==> src/rtl/lsu_pkg.sv <==
// Shared encodings and helpers for the dmem load/store master.
package lsu_pkg;

  localparam logic [1:0] SZ_B = 2'd0;
  localparam logic [1:0] SZ_H = 2'd1;
  localparam logic [1:0] SZ_W = 2'd2;
  localparam logic [1:0] SZ_D = 2'd3;

  typedef enum logic [1:0] {
    ST_IDLE  = 2'd0,
    ST_BEAT0 = 2'd1,
    ST_BEAT1 = 2'd2,
    ST_RESP  = 2'd3
  } lsu_state_e;

  // Access width in bytes for a size code.
  function automatic logic [3:0] size_bytes(input logic [1:0] size);
    return 4'd1 << size;
  endfunction

  // Byte enables across two consecutive doublewords: [7:0] first beat, [15:8] second beat.
  function automatic logic [15:0] byte_mask(input logic [1:0] size, input logic [2:0] off);
    logic [15:0] ones;
    case (size)
      SZ_B:    ones = 16'h0001;
      SZ_H:    ones = 16'h0003;
      SZ_W:    ones = 16'h000F;
      SZ_D:    ones = 16'h00FF;
      default: ones = 16'h0000;
    endcase
    return ones << off;
  endfunction

endpackage

==> src/rtl/lsu_align.sv <==
// Lane steering for stores and extract/extend for loads; purely combinational.
module lsu_align
  import lsu_pkg::*;
(
  input  logic [1:0]  size,
  input  logic [2:0]  off,
  input  logic        is_signed,
  input  logic        beat_hi,
  input  logic [63:0] wdata,
  input  logic [63:0] rdata_lo,
  input  logic [63:0] rdata_hi,
  output logic [63:0] lane_wdata,
  output logic [63:0] lane_wmask,
  output logic [63:0] load_data
);

  logic [127:0] wide_wdata_s;
  logic [15:0]  bmask_s;
  logic [7:0]   lane_be_s;
  logic [63:0]  raw_s;

  // Shift store data and byte enables into the lanes of the current beat.
  always_comb begin
    wide_wdata_s = {64'h0, wdata} << {off, 3'b000};
    bmask_s      = byte_mask(size, off);
    if (beat_hi) begin
      lane_wdata = wide_wdata_s[127:64];
      lane_be_s  = bmask_s[15:8];
    end else begin
      lane_wdata = wide_wdata_s[63:0];
      lane_be_s  = bmask_s[7:0];
    end
    for (int i = 0; i < 8; i++) begin
      lane_wmask[8*i +: 8] = {8{lane_be_s[i]}};
    end
  end

  // Pull the addressed bytes out of the two doublewords and extend to 64 bits.
  always_comb begin
    raw_s = 64'({rdata_hi, rdata_lo} >> {off, 3'b000});
    case (size)
      SZ_B:    load_data = {{56{is_signed & raw_s[7]}},  raw_s[7:0]};
      SZ_H:    load_data = {{48{is_signed & raw_s[15]}}, raw_s[15:0]};
      SZ_W:    load_data = {{32{is_signed & raw_s[31]}}, raw_s[31:0]};
      SZ_D:    load_data = raw_s;
      default: load_data = 64'h0;
    endcase
  end

endmodule

==> src/rtl/dmem_lsu_master.sv <==
// Single-outstanding load/store master issuing doubleword-aligned beats to dmem.
module dmem_lsu_master
  import lsu_pkg::*;
#(
  parameter logic [63:0] MEM_BASE = 64'h0000_0000_8000_0000,
  parameter logic [63:0] MEM_SIZE = 64'h0000_0000_0800_0000,
  parameter bit          SPLIT_EN = 1'b1
) (
  input  logic        clk,
  input  logic        reset,
  input  logic        req_valid,
  output logic        req_ready,
  input  logic        req_wen,
  input  logic [1:0]  req_size,
  input  logic        req_signed,
  input  logic [63:0] req_addr,
  input  logic [63:0] req_wdata,
  output logic        resp_valid,
  input  logic        resp_ready,
  output logic [63:0] resp_rdata,
  output logic        resp_err,
  output logic        dmem_en,
  output logic [63:0] dmem_addr,
  input  logic [63:0] dmem_rdata,
  output logic [63:0] dmem_wdata,
  output logic [63:0] dmem_wmask,
  output logic        dmem_wen
);

  lsu_state_e  state_r;
  logic [63:0] addr_r, wdata_r, lo_r, resp_rdata_r;
  logic [1:0]  size_r;
  logic        signed_r, wen_r, cross_r;
  logic        req_ready_r, resp_valid_r, resp_err_r;

  logic [3:0]  req_nbytes_s;
  logic [64:0] req_end_s, win_end_s;
  logic        req_cross_s, req_err_s;
  logic        beat_s, beat_hi_s;
  logic [63:0] rd_lo_s, rd_hi_s, lane_wdata_s, lane_wmask_s, load_data_s;

  // Classify the offered request; the end address is 65 bits so a wrap past 2^64 is caught.
  always_comb begin
    req_nbytes_s = size_bytes(req_size);
    req_end_s    = {1'b0, req_addr} + {61'h0, req_nbytes_s} - 65'd1;
    win_end_s    = {1'b0, MEM_BASE} + {1'b0, MEM_SIZE};
    req_cross_s  = ({1'b0, req_addr[2:0]} + req_nbytes_s) > 4'd8;
    req_err_s    = (req_addr < MEM_BASE) | (req_end_s >= win_end_s) | (req_cross_s & ~SPLIT_EN);
  end

  // Select which read doubleword is live this cycle; the second beat pairs with the captured first.
  always_comb begin
    beat_s    = (state_r == ST_BEAT0) || (state_r == ST_BEAT1);
    beat_hi_s = (state_r == ST_BEAT1);
    if (beat_hi_s) begin
      rd_lo_s = lo_r;
      rd_hi_s = dmem_rdata;
    end else begin
      rd_lo_s = dmem_rdata;
      rd_hi_s = 64'h0;
    end
  end

  lsu_align u_align (
    .size       (size_r),
    .off        (addr_r[2:0]),
    .is_signed  (signed_r),
    .beat_hi    (beat_hi_s),
    .wdata      (wdata_r),
    .rdata_lo   (rd_lo_s),
    .rdata_hi   (rd_hi_s),
    .lane_wdata (lane_wdata_s),
    .lane_wmask (lane_wmask_s),
    .load_data  (load_data_s)
  );

  // Decode the dmem beat from registered state so an async reset silences it immediately.
  always_comb begin
    if (beat_s) begin
      dmem_en    = 1'b1;
      dmem_wen   = wen_r;
      dmem_addr  = {addr_r[63:3] + {60'h0, beat_hi_s}, 3'b000};
      dmem_wdata = wen_r ? lane_wdata_s : 64'h0;
      dmem_wmask = wen_r ? lane_wmask_s : 64'h0;
    end else begin
      dmem_en    = 1'b0;
      dmem_wen   = 1'b0;
      dmem_addr  = 64'h0;
      dmem_wdata = 64'h0;
      dmem_wmask = 64'h0;
    end
  end

  // Request/response sequencing with capture registers and registered handshake outputs.
  always_ff @(posedge clk or posedge reset) begin
    if (reset) begin
      state_r      <= ST_IDLE;
      addr_r       <= 64'h0;
      wdata_r      <= 64'h0;
      lo_r         <= 64'h0;
      size_r       <= 2'd0;
      signed_r     <= 1'b0;
      wen_r        <= 1'b0;
      cross_r      <= 1'b0;
      req_ready_r  <= 1'b1;
      resp_valid_r <= 1'b0;
      resp_err_r   <= 1'b0;
      resp_rdata_r <= 64'h0;
    end else begin
      case (state_r)
        ST_IDLE: begin
          if (req_valid && req_ready_r) begin
            addr_r      <= req_addr;
            wdata_r     <= req_wdata;
            size_r      <= req_size;
            signed_r    <= req_signed;
            wen_r       <= req_wen;
            cross_r     <= req_cross_s;
            req_ready_r <= 1'b0;
            if (req_err_s) begin
              state_r      <= ST_RESP;
              resp_valid_r <= 1'b1;
              resp_err_r   <= 1'b1;
              resp_rdata_r <= 64'h0;
            end else begin
              state_r <= ST_BEAT0;
            end
          end
        end
        ST_BEAT0: begin
          lo_r <= wen_r ? 64'h0 : dmem_rdata;
          if (cross_r) begin
            state_r <= ST_BEAT1;
          end else begin
            state_r      <= ST_RESP;
            resp_valid_r <= 1'b1;
            resp_err_r   <= 1'b0;
            resp_rdata_r <= wen_r ? 64'h0 : load_data_s;
          end
        end
        ST_BEAT1: begin
          state_r      <= ST_RESP;
          resp_valid_r <= 1'b1;
          resp_err_r   <= 1'b0;
          resp_rdata_r <= wen_r ? 64'h0 : load_data_s;
        end
        ST_RESP: begin
          if (resp_ready) begin
            state_r      <= ST_IDLE;
            req_ready_r  <= 1'b1;
            resp_valid_r <= 1'b0;
            resp_err_r   <= 1'b0;
            resp_rdata_r <= 64'h0;
          end
        end
        default: begin
          state_r      <= ST_IDLE;
          req_ready_r  <= 1'b1;
          resp_valid_r <= 1'b0;
          resp_err_r   <= 1'b0;
          resp_rdata_r <= 64'h0;
        end
      endcase
    end
  end

  assign req_ready  = req_ready_r;
  assign resp_valid = resp_valid_r;
  assign resp_err   = resp_err_r;
  assign resp_rdata = resp_rdata_r;

endmodule

==> config.mk <==
export PLATFORM = sky130hd
export DESIGN_NAME = dmem_lsu_master
export DESIGN_NICKNAME = d
export VERILOG_FILES = /design/src/rtl/lsu_pkg.sv /design/src/rtl/lsu_align.sv /design/src/rtl/dmem_lsu_master.sv
export SDC_FILE = /design/constraint.sdc
export NUM_CORES = 1
export LEC_CHECK = 0
export CAP_MARGIN = 0
export CORE_MARGIN = 2
export CORE_UTILIZATION = 40
export CTS_BUF_LIST = sky130_fd_sc_hd__clkbuf_4 sky130_fd_sc_hd__clkbuf_8 sky130_fd_sc_hd__clkbuf_16
export DETAILED_ROUTE_END_ITERATION = 8
export MAX_ROUTING_LAYER = met4
export PLACE_DENSITY = 0.66
export SYNTH_ARGS = -nofsm -noshare
export SYNTH_HDL_FRONTEND = slang
export SYNTH_SLANG_ARGS = --single-unit
export TNS_END_PERCENT = 20
==> constraint.sdc <==
create_clock -name clk -period 24.8 [get_ports clk]
set_input_delay 3.72 -clock clk [delete_from_list [all_inputs] [get_ports clk]]
set_output_delay 3.72 -clock clk [all_outputs]
set_load 0.005 [all_outputs]
Word-level counts from Yosys, hierarchy flattened:

Index checks and enable logic that the tools add are counted.

* register bits: 266
* output and inout bits: 261
* word-level logic and storage cells: 81

* add/sub/neg operators: 4
* order comparisons: 3
* equal/unequal tests: 10
* shifts and indexed selects: 4
* muxes and demuxes: 35
* bitwise gates (word level): 4
* reductions and logical operators: 9

Operators by type and width (count)
* 64-bit two-way mux: 14
* 64-bit one-hot mux with 4 select lines: 2
* 64-bit by 6-bit left shift with 128-bit output: 1
* 128-bit by 6-bit >> shifter with 64-bit output: 1
* 64-bit by 4-bit adder with 65-bit output: 1
* 65-bit by 32-bit >= comparator with 1-bit output (second input constant): 1
* 65-bit by 1-bit subtractor with 65-bit output (second input constant): 1
* 64-bit by 32-bit less-than comparator with 1-bit output (second input constant): 1
* 16-bit one-hot mux with 4 select lines: 1
* 61-bit by 1-bit adder with 61-bit output: 1
* 16-bit by 3-bit left shift with 16-bit output: 1
* 1-bit two-way mux: 10
* 2-bit == test (second input constant): 4
* 8-bit two-way mux: 1
* 2-bit != test (second input constant): 4
* 1-bit one-hot mux with 4 select lines: 2
* 2-bit one-hot mux with 4 select lines: 1
* 2-bit two-way mux: 3
* 3-bit by 4-bit adder with 4-bit output: 1
* 2-bit by 1-bit == test with 1-bit output (second input constant): 2
* 4-bit > comparator (second input constant): 1
* 2-bit zero test: 2
* 2-bit AND reduction: 2
* 4-bit AND reduction: 1
* 8 further kinds: 10

Depth between registers and ports, before layout:

Gate-level depths: netlist of run 1.

* depth in word-level cells: 8
* gate-level depth with buffers: 20
* gate-level depth less buffers: 18

Modules after synthesis:

A second synthesis of run 1 with hierarchy kept.

* cell total of the unflattened synthesis: 3092
* area, all modules: 26032.5 µm²

Modules (own cells, without submodules)
* dmem_lsu_master: instances 1, cells each 2312, area each 19356.1 µm², sequential area each 6657.6 µm²
* lsu_align: instances 1, cells each 780, area each 6676.4 µm², sequential area each 0.0 µm²

Worst setup path before layout of run 1:

Ideal clock, no wire load.

* path kind: input to register
* from: input port req_size[1]
* to: register resp_rdata_r[10], in the netlist resp_rdata[10]
* arrival: 7.817 ns
* slack: 16.858 ns
* stages on the path: 20
* path buffers: 2
* path through: nand2b_1 ha_1 inv_1 ha_1 inv_1 fa_1 nand2b_1 a211oi_2 o211ai_1 a21oi_1 o21ai_0 a2111oi_2 nand4_1 or4_1 o31ai_2 nor4_2 a31oi_4 buf_6 buf_12 mux2_4

* longest elaborated chain between the ends: 7

Ends and longest elaborated chain
* from (decl): line dmem_lsu_master.sv:14 `input logic [1:0] req_size,`
* 1-bit by 2-bit left shift with 4-bit output: line lsu_pkg.sv:18 `return 4'd1 << size;`
* 64-bit by 4-bit adder with 65-bit output: line dmem_lsu_master.sv:45 `req_end_s = {1'b0, req_addr} + {61'h0, req_nbytes_s} - 65'd1;`
* 65-bit by 1-bit subtractor with 65-bit output: line dmem_lsu_master.sv:45
* 65-bit by 32-bit >= comparator with 1-bit output: line dmem_lsu_master.sv:48 `req_err_s = (req_addr < MEM_BASE) | (req_end_s >= win_end_s) | (req_cross_s & ~SPLIT_EN);`
* 1-bit bitwise OR: line dmem_lsu_master.sv:48
* 2-bit != test (no line)
* 4-bit AND reduction (no line)
* to (signal assigned): line dmem_lsu_master.sv:138 `resp_rdata_r <= wen_r ? 64'h0 : load_data_s;`
* to (signal assigned): line dmem_lsu_master.sv:145 `resp_rdata_r <= wen_r ? 64'h0 : load_data_s;`
* to (decl): line dmem_lsu_master.sv:31 `logic [63:0] addr_r, wdata_r, lo_r, resp_rdata_r;`

No other way between the ends.
A chain may end at the register's enable or synchronous reset.

Final worst setup path of run 1:

* from: input port req_size[1]
* to: register resp_rdata_r[52], in the netlist resp_rdata[52]

Same word-level chain as after synthesis.

==> qor.txt, run 1 <==
status: complete, no violations
Clock Tree Buf Depth: 3
Tot Pwr: 3.72 mW
worst-path maximum fanout: 56
Ys Warns: 0
IO Count: 461
compound-cell area share of the yosys netlist: 0.195
post-route insts no fill: 4150
Routed Antenna Nets: 0
CP arrival: 9.97 ns
Die Wd: 252 µm
critical path's top delay family: compound AO/OA/AOI/OAI gates
clk root buf: clkbuf_16
CTS buffer count: 36
Rows: 90
die area: 63500 µm²
drt drc: 0
slew margin rel.: 0.265
Vias: 23.8k
part of the Yosys area used for sequential elements: 0.270
GRT Overall Usage: 0.288
CP max stage cell: buf_4
wire per inst: 22.0 µm
Synth Register Bits: 266
top cell type's share of synthesized area: 0.269
count leader, synth: nand2_1
Hold WS: 0.507 ns
Hold Crit Class: reg2reg
Synth Area in XOR/XNOR: 0.0306
initial antenna violation count: 9
post-CTS setup repair buffer count: 0
Post-CTS Resized: 0
# placed instances: 4075
skew final: 0.0215 ns
post-synth top area cell: dfrtp_1
DRT Wirelength: 91100 µm
Max Clk Rate: 105 MHz
Synth top cells by count: nand2_1, o21ai_0, dfrtp_1
simple-gate share of the synthesized area: 0.183
CTS tree: yes
fin crit period: 9.52 ns
RePlAce Congestion: 1.01
CP required: 25.25 ns
synth top area cells: dfrtp_1, mux2i_1, mux2_2
1st-pass router iterations: 7
H-tree levels: 2
Slew Viols, Final: 0
Max Cap Viol: 0
Crit path largest cell delay: 0.79 ns
input/output buffers: 457
Pwr Density: 122 nW/µm²
mapped cell area: 24600 µm²
EDFF count, synth: 0
Netlist cell types: 88
Hold Fails Final Rpt: 0
LEAKAGE: 12.8 nW
GRT overflow: 0
DP HPWL: 69000 µm
core area: 60600 µm²
largest net degree at the start of global routing: 167
Buf/Inv on CP: 4
Util after Layout: 0.504
Synth Area in Adders: 0.0509
vias in the first global route: 22.9k
Initial Utilization: 0.406
fin crit share: 0.384
Final Setup Violations: 0
routed vias/inst: 5.75
synth-to-layout area growth: 24.1%
clk_lat worst skew: 0.57 ns
peak supply drop: 60.3 µV
clock sinks: 266
CP Cell Sequence: clkdlybuf4s50_1 -> nand2b_1 -> ha_1 -> inv_1 -> ha_1 -> inv_1 -> fa_1 -> nand2b_1 -> a211oi_2 -> o211ai_1 -> a21oi_1 -> o21ai_0 -> a2111oi_2 -> nand4_1 -> or4_1 -> o31ai_2 -> nor4_2 -> a31oi_4 -> buf_4 -> mux2_2
critical path launch point type: input pin
setup TNS: 0 ns
ratio of cells with drive above 1 in the final layout: 0.108
Critical Path End Type: flip-flop
Mapped Cells: 3059
first-pass GRT wire length: 139000 µm
synthesized area per cell: 8.05 µm²
Crit Path Class: in2reg
Top FF cell, synth: dfrtp_1
die height: 252 µm
Least-Margin Pin Slew: 1.09 ns
RSZ-0062 raised after global routing: no
Clock Pin Slew Worst Setup and Hold Paths: 0.06 ns
fillers: 5841
share of synthesized registers carrying an async set or reset: 1.00
Nets: 3630
mux contribution to synthesized area: 0.191
DR iter-0 viols: 2078
cts hold-fix bufs: 0
combinational family with the most area after synthesis: compound AO/OA/AOI/OAI gates
-- logic make-up after synthesis --
group / Yosys count
other cells: 1
buf+inv: 431
simple gates: 980
compound gates: 795
fa+ha+maj: 99
xor+xnor: 86
mux: 401
flops: 266
-- cell type report --
class,instances,area (µm²),area share
diodes,9,22.5,0.000737
clock buffers,48,1030,0.0339
clock inverters,18,265,0.00868
inverters,172,653,0.0214
multi-input cells,2364,16100,0.527
flip-flops and latches,266,6670,0.218
well taps,782,978,0.0320
repair buffers,491,4840,0.158
-- power breakdown --
group / total (mW) / switching, mW / leakage [nW] / internal [mW]
Sequential: 0.830 / 0.211 / 3.36 / 0.619
Clock: 0.573 / 0.223 / 0.642 / 0.350
Combinational: 2.31 / 1.24 / 8.77 / 1.07
-- per-stage QoR --
step                worst slack (ns)  area (µm²)
floorplan                      13.76       24600
global placement               14.84       29200
detailed placement             14.78       29200
CTS                            15.38       30500
global route                   14.94       30600
finish                         15.28       30600
-- tightest hold or removal path, cell delays in order, from the launching register on --
cell and delay, ns:
dfrtp_1 0.36, nand2_1 0.05, o21ai_0 0.06
-- registers in the layout, indices dropped and copies added, names as in the netlist --
signal	cells
cross_r	1
lo_r	64
state_r	2
addr_r	64
resp_valid	1
req_ready	1
resp_rdata	64
size_r	2
wen_r	1
resp_err	1
signed_r	1
wdata_r	64
-- layout by cell type (no fill, tap or decap), drive strengths merged, types with 46 or more instances in the layout --
cell and instances:
clkdlybuf4s50 457, nand2 407, o21ai 285, dfrtp 265, nor2 242, a21oi 220
mux2 193, mux2i 184, inv 176, ha 97, and2 72, xnor2 58
nand3 48, clkbuf 48, o22ai 47, a22oi 46
-- path summary, 6_finish.rpt --
path / depth (start not counted) / from / endpoint / slack [ns]
min in group asynchronous: 2 / reset / addr_r[7] / 3.68
hold / removal: 2 / addr_r[63] / addr_r[63] / 0.51
setup reg to reg: 14 / state_r[0] / resp_rdata[37] / 20.32
max in group asynchronous: 3 / reset / resp_rdata[57] / 19.69
hold reg to reg: 2 / addr_r[63] / addr_r[63] / 0.51
setup / recovery: 20 / req_size[1] / resp_rdata[52] / 15.28
-- layer usage --
metal / track usage / part of all wire / routed length (µm) / up-vias
met5: - / 0 / 0 / -
met4: 0.107 / 0.038 / 3480 / 0
met3: 0.0393 / 0.066 / 6010 / 186
met2: 0.464 / 0.48 / 43400 / 1033
met1: 0.368 / 0.42 / 38300 / 11300
li1: - / - / - / 11300
(Power assumes the default switching activity.)
==> inputs of run 2 (changes only) <==
clock period = 9.2 ns   (was 24.8 ns; I/O delays follow)
==> qor.txt, run 2 (synthesis results as in run 1) <==
Sequential Power Share: 0.224
commonest non-fill, non-tap cell in the layout: clkdlybuf4s50_1
fin crit period: 6.92 ns
Clock Pin Slew Worst Setup and Hold Paths: 0.06 ns
clk_lat worst skew: 0.58 ns
ratio of cells with drive above 1 in the final layout: 0.108
Crit Path Class: in2reg
GRT Overall Usage: 0.286
Internal: 5.47 mW
DRT Wirelength: 91000 µm
routed vias/inst: 5.78
Rows: 90
r2r worst-path depth: 9
Slew Viols, Final: 0
r2r endpoint: resp_rdata[34]
1st-pass router iterations: 6
Logic pwr share: 0.625
CP required: 9.65 ns
FF-to-FF setup slack: 4.58 ns
most frequent cells in the layout: clkdlybuf4s50_1, nand2_1, o21ai_0
WHS Path Cells: 2
status: complete, no violations
largest net degree at the start of global routing: 137
fin crit share: 0.752
first-pass GRT wire length: 138000 µm
CP arrival: 7.37 ns
Hold Path Sink: addr_r[3]
Post-CTS Resized: 0
Final Setup Violations: 0
Nets: 3632
CTS buffer count: 36
worst-path maximum fanout: 20
Hold Crit Class: reg2reg
cts hold-fix bufs: 0
slew margin rel.: 0.257
GRT overflow: 0
switching portion of total power: 0.453
Crit path largest cell delay: 0.78 ns
clock share of power: 0.150
skew final: 0.0293 ns
# placed instances: 4077
die area: 63500 µm²
clk root buf: clkbuf_16
RePlAce Congestion: 0.979
Vias: 24.0k
Max Clk Rate: 145 MHz
Sw Pwr: 4.53 mW
Hold Fails Final Rpt: 0
met1 Use GR: 0.369
DP HPWL: 68700 µm
drt drc: 0
input/output buffers: 457
Hold WS: 0.505 ns
initial antenna violation count: 6
Die Wd: 252 µm
core area: 60600 µm²
CP max stage cell: a31oi_4
setup TNS: 0 ns
Least-Margin Pin Slew: 1.11 ns
Clock Tree Buf Depth: 3
Initial Utilization: 0.406
Pwr Density: 328 nW/µm²
vias in the first global route: 22.9k
wire per inst: 21.9 µm
Routed Antenna Nets: 0
synth-to-layout area growth: 24.0%
clock sinks: 266
Setup crit start: req_size[1]
DR iter-0 viols: 2174
CP Cell Sequence: clkdlybuf4s50_1 -> nand2b_1 -> ha_1 -> inv_1 -> ha_1 -> inv_1 -> fa_1 -> nand2b_1 -> a211oi_2 -> o211ai_1 -> a21oi_1 -> o21ai_0 -> a2111oi_2 -> nand4_1 -> or4_1 -> o31ai_2 -> nor4_2 -> a31oi_4 -> buf_4 -> mux2_2
IO Count: 461
Critical Path End Type: flip-flop
H-tree levels: 2
met3 Use GR: 0.0308
die height: 252 µm
post-route insts no fill: 4148
Buf/Inv on CP: 4
critical path's top delay family: compound AO/OA/AOI/OAI gates
RSZ-0062 raised after global routing: no
GR peak layer: met2
hold_sp: addr_r[3]
critical path launch point type: input pin
fillers: 5881
post-CTS setup repair buffer count: 0
CTS tree: yes
Max Cap Viol: 0
M2 GR Usage: 0.464
LEAKAGE: 12.8 nW
RR Startpoint: addr_r[1]
peak supply drop: 193 µV
[run 2: cell count changes in the layout (fill, tap and decap cells not counted), sizes merged]
cell      before  now
clkinvlp       2    1
diode          9    6
clkinv         7    9
buf           34   36
inv          176  174
[run 2: worst max-delay path by stage]
stage / endpoint / depth (start not counted)
2_1_floorplan: addr_r[0] / 1
5_1_grt: resp_rdata[45] / 20
3_5_place_dp: resp_rdata[59] / 20
4_1_cts: resp_rdata[45] / 20
3_3_place_gp: resp_rdata[43] / 20
6_report: resp_rdata[45] / 20
[run 2: cell type report]
class                      instances  area, µm²  area share
multi-input combinational       2364      16100       0.528
sequential                       266       6670       0.219
timing repair buffer             493       4860       0.159
clock buffer                      48       1000      0.0329
tap                              782        978      0.0321
inverter                         172        653      0.0214
clock inverter                    17        243     0.00795
antenna                            6       15.0    0.000492
[run 2: tightest hold or removal path: cells and delay by family (launching register included)]
family | cells | cell delay [ns]
AOI/OAI and AO/OA | 1 | 0.07
DFF | 1 | 0.35
and+or+nand+nor | 1 | 0.05
[run 2: power by group through the flow]
stage	logic, mW	clock network [mW]	registers (mW)
after CTS	6.21	1.53	2.23
after global placement	6.14	0	2.23
after global routing	6.77	1.58	2.32
final	6.25	1.50	2.24
after detailed placement	6.18	0	2.25
after floorplan	4.27	0	2.00
[run 2: through the flow]
| stage | area (µm²) | utilization | setup slack [ns] | total power, mW |
|---|---|---|---|---|
| 2_1_floorplan | 24600 | - | 0.496 | 6.27 |
| 3_3_place_gp | 29300 | 0.483 | 1.77 | 8.37 |
| 3_5_place_dp | 29300 | 0.483 | 1.73 | 8.43 |
| 4_1_cts | 30500 | 0.504 | 2.31 | 9.98 |
| 5_1_grt | 30500 | 0.504 | 1.89 | 10.7 |
| 6_report | 30500 | 0.504 | 2.28 | 10.0 |
[run 2: per-layer routing]
metal	wire length [µm]	vias up
met2	43400	1031
met4	3200	0
li1	-	11300
met3	6020	185
met1	38400	11400
met5	0	-
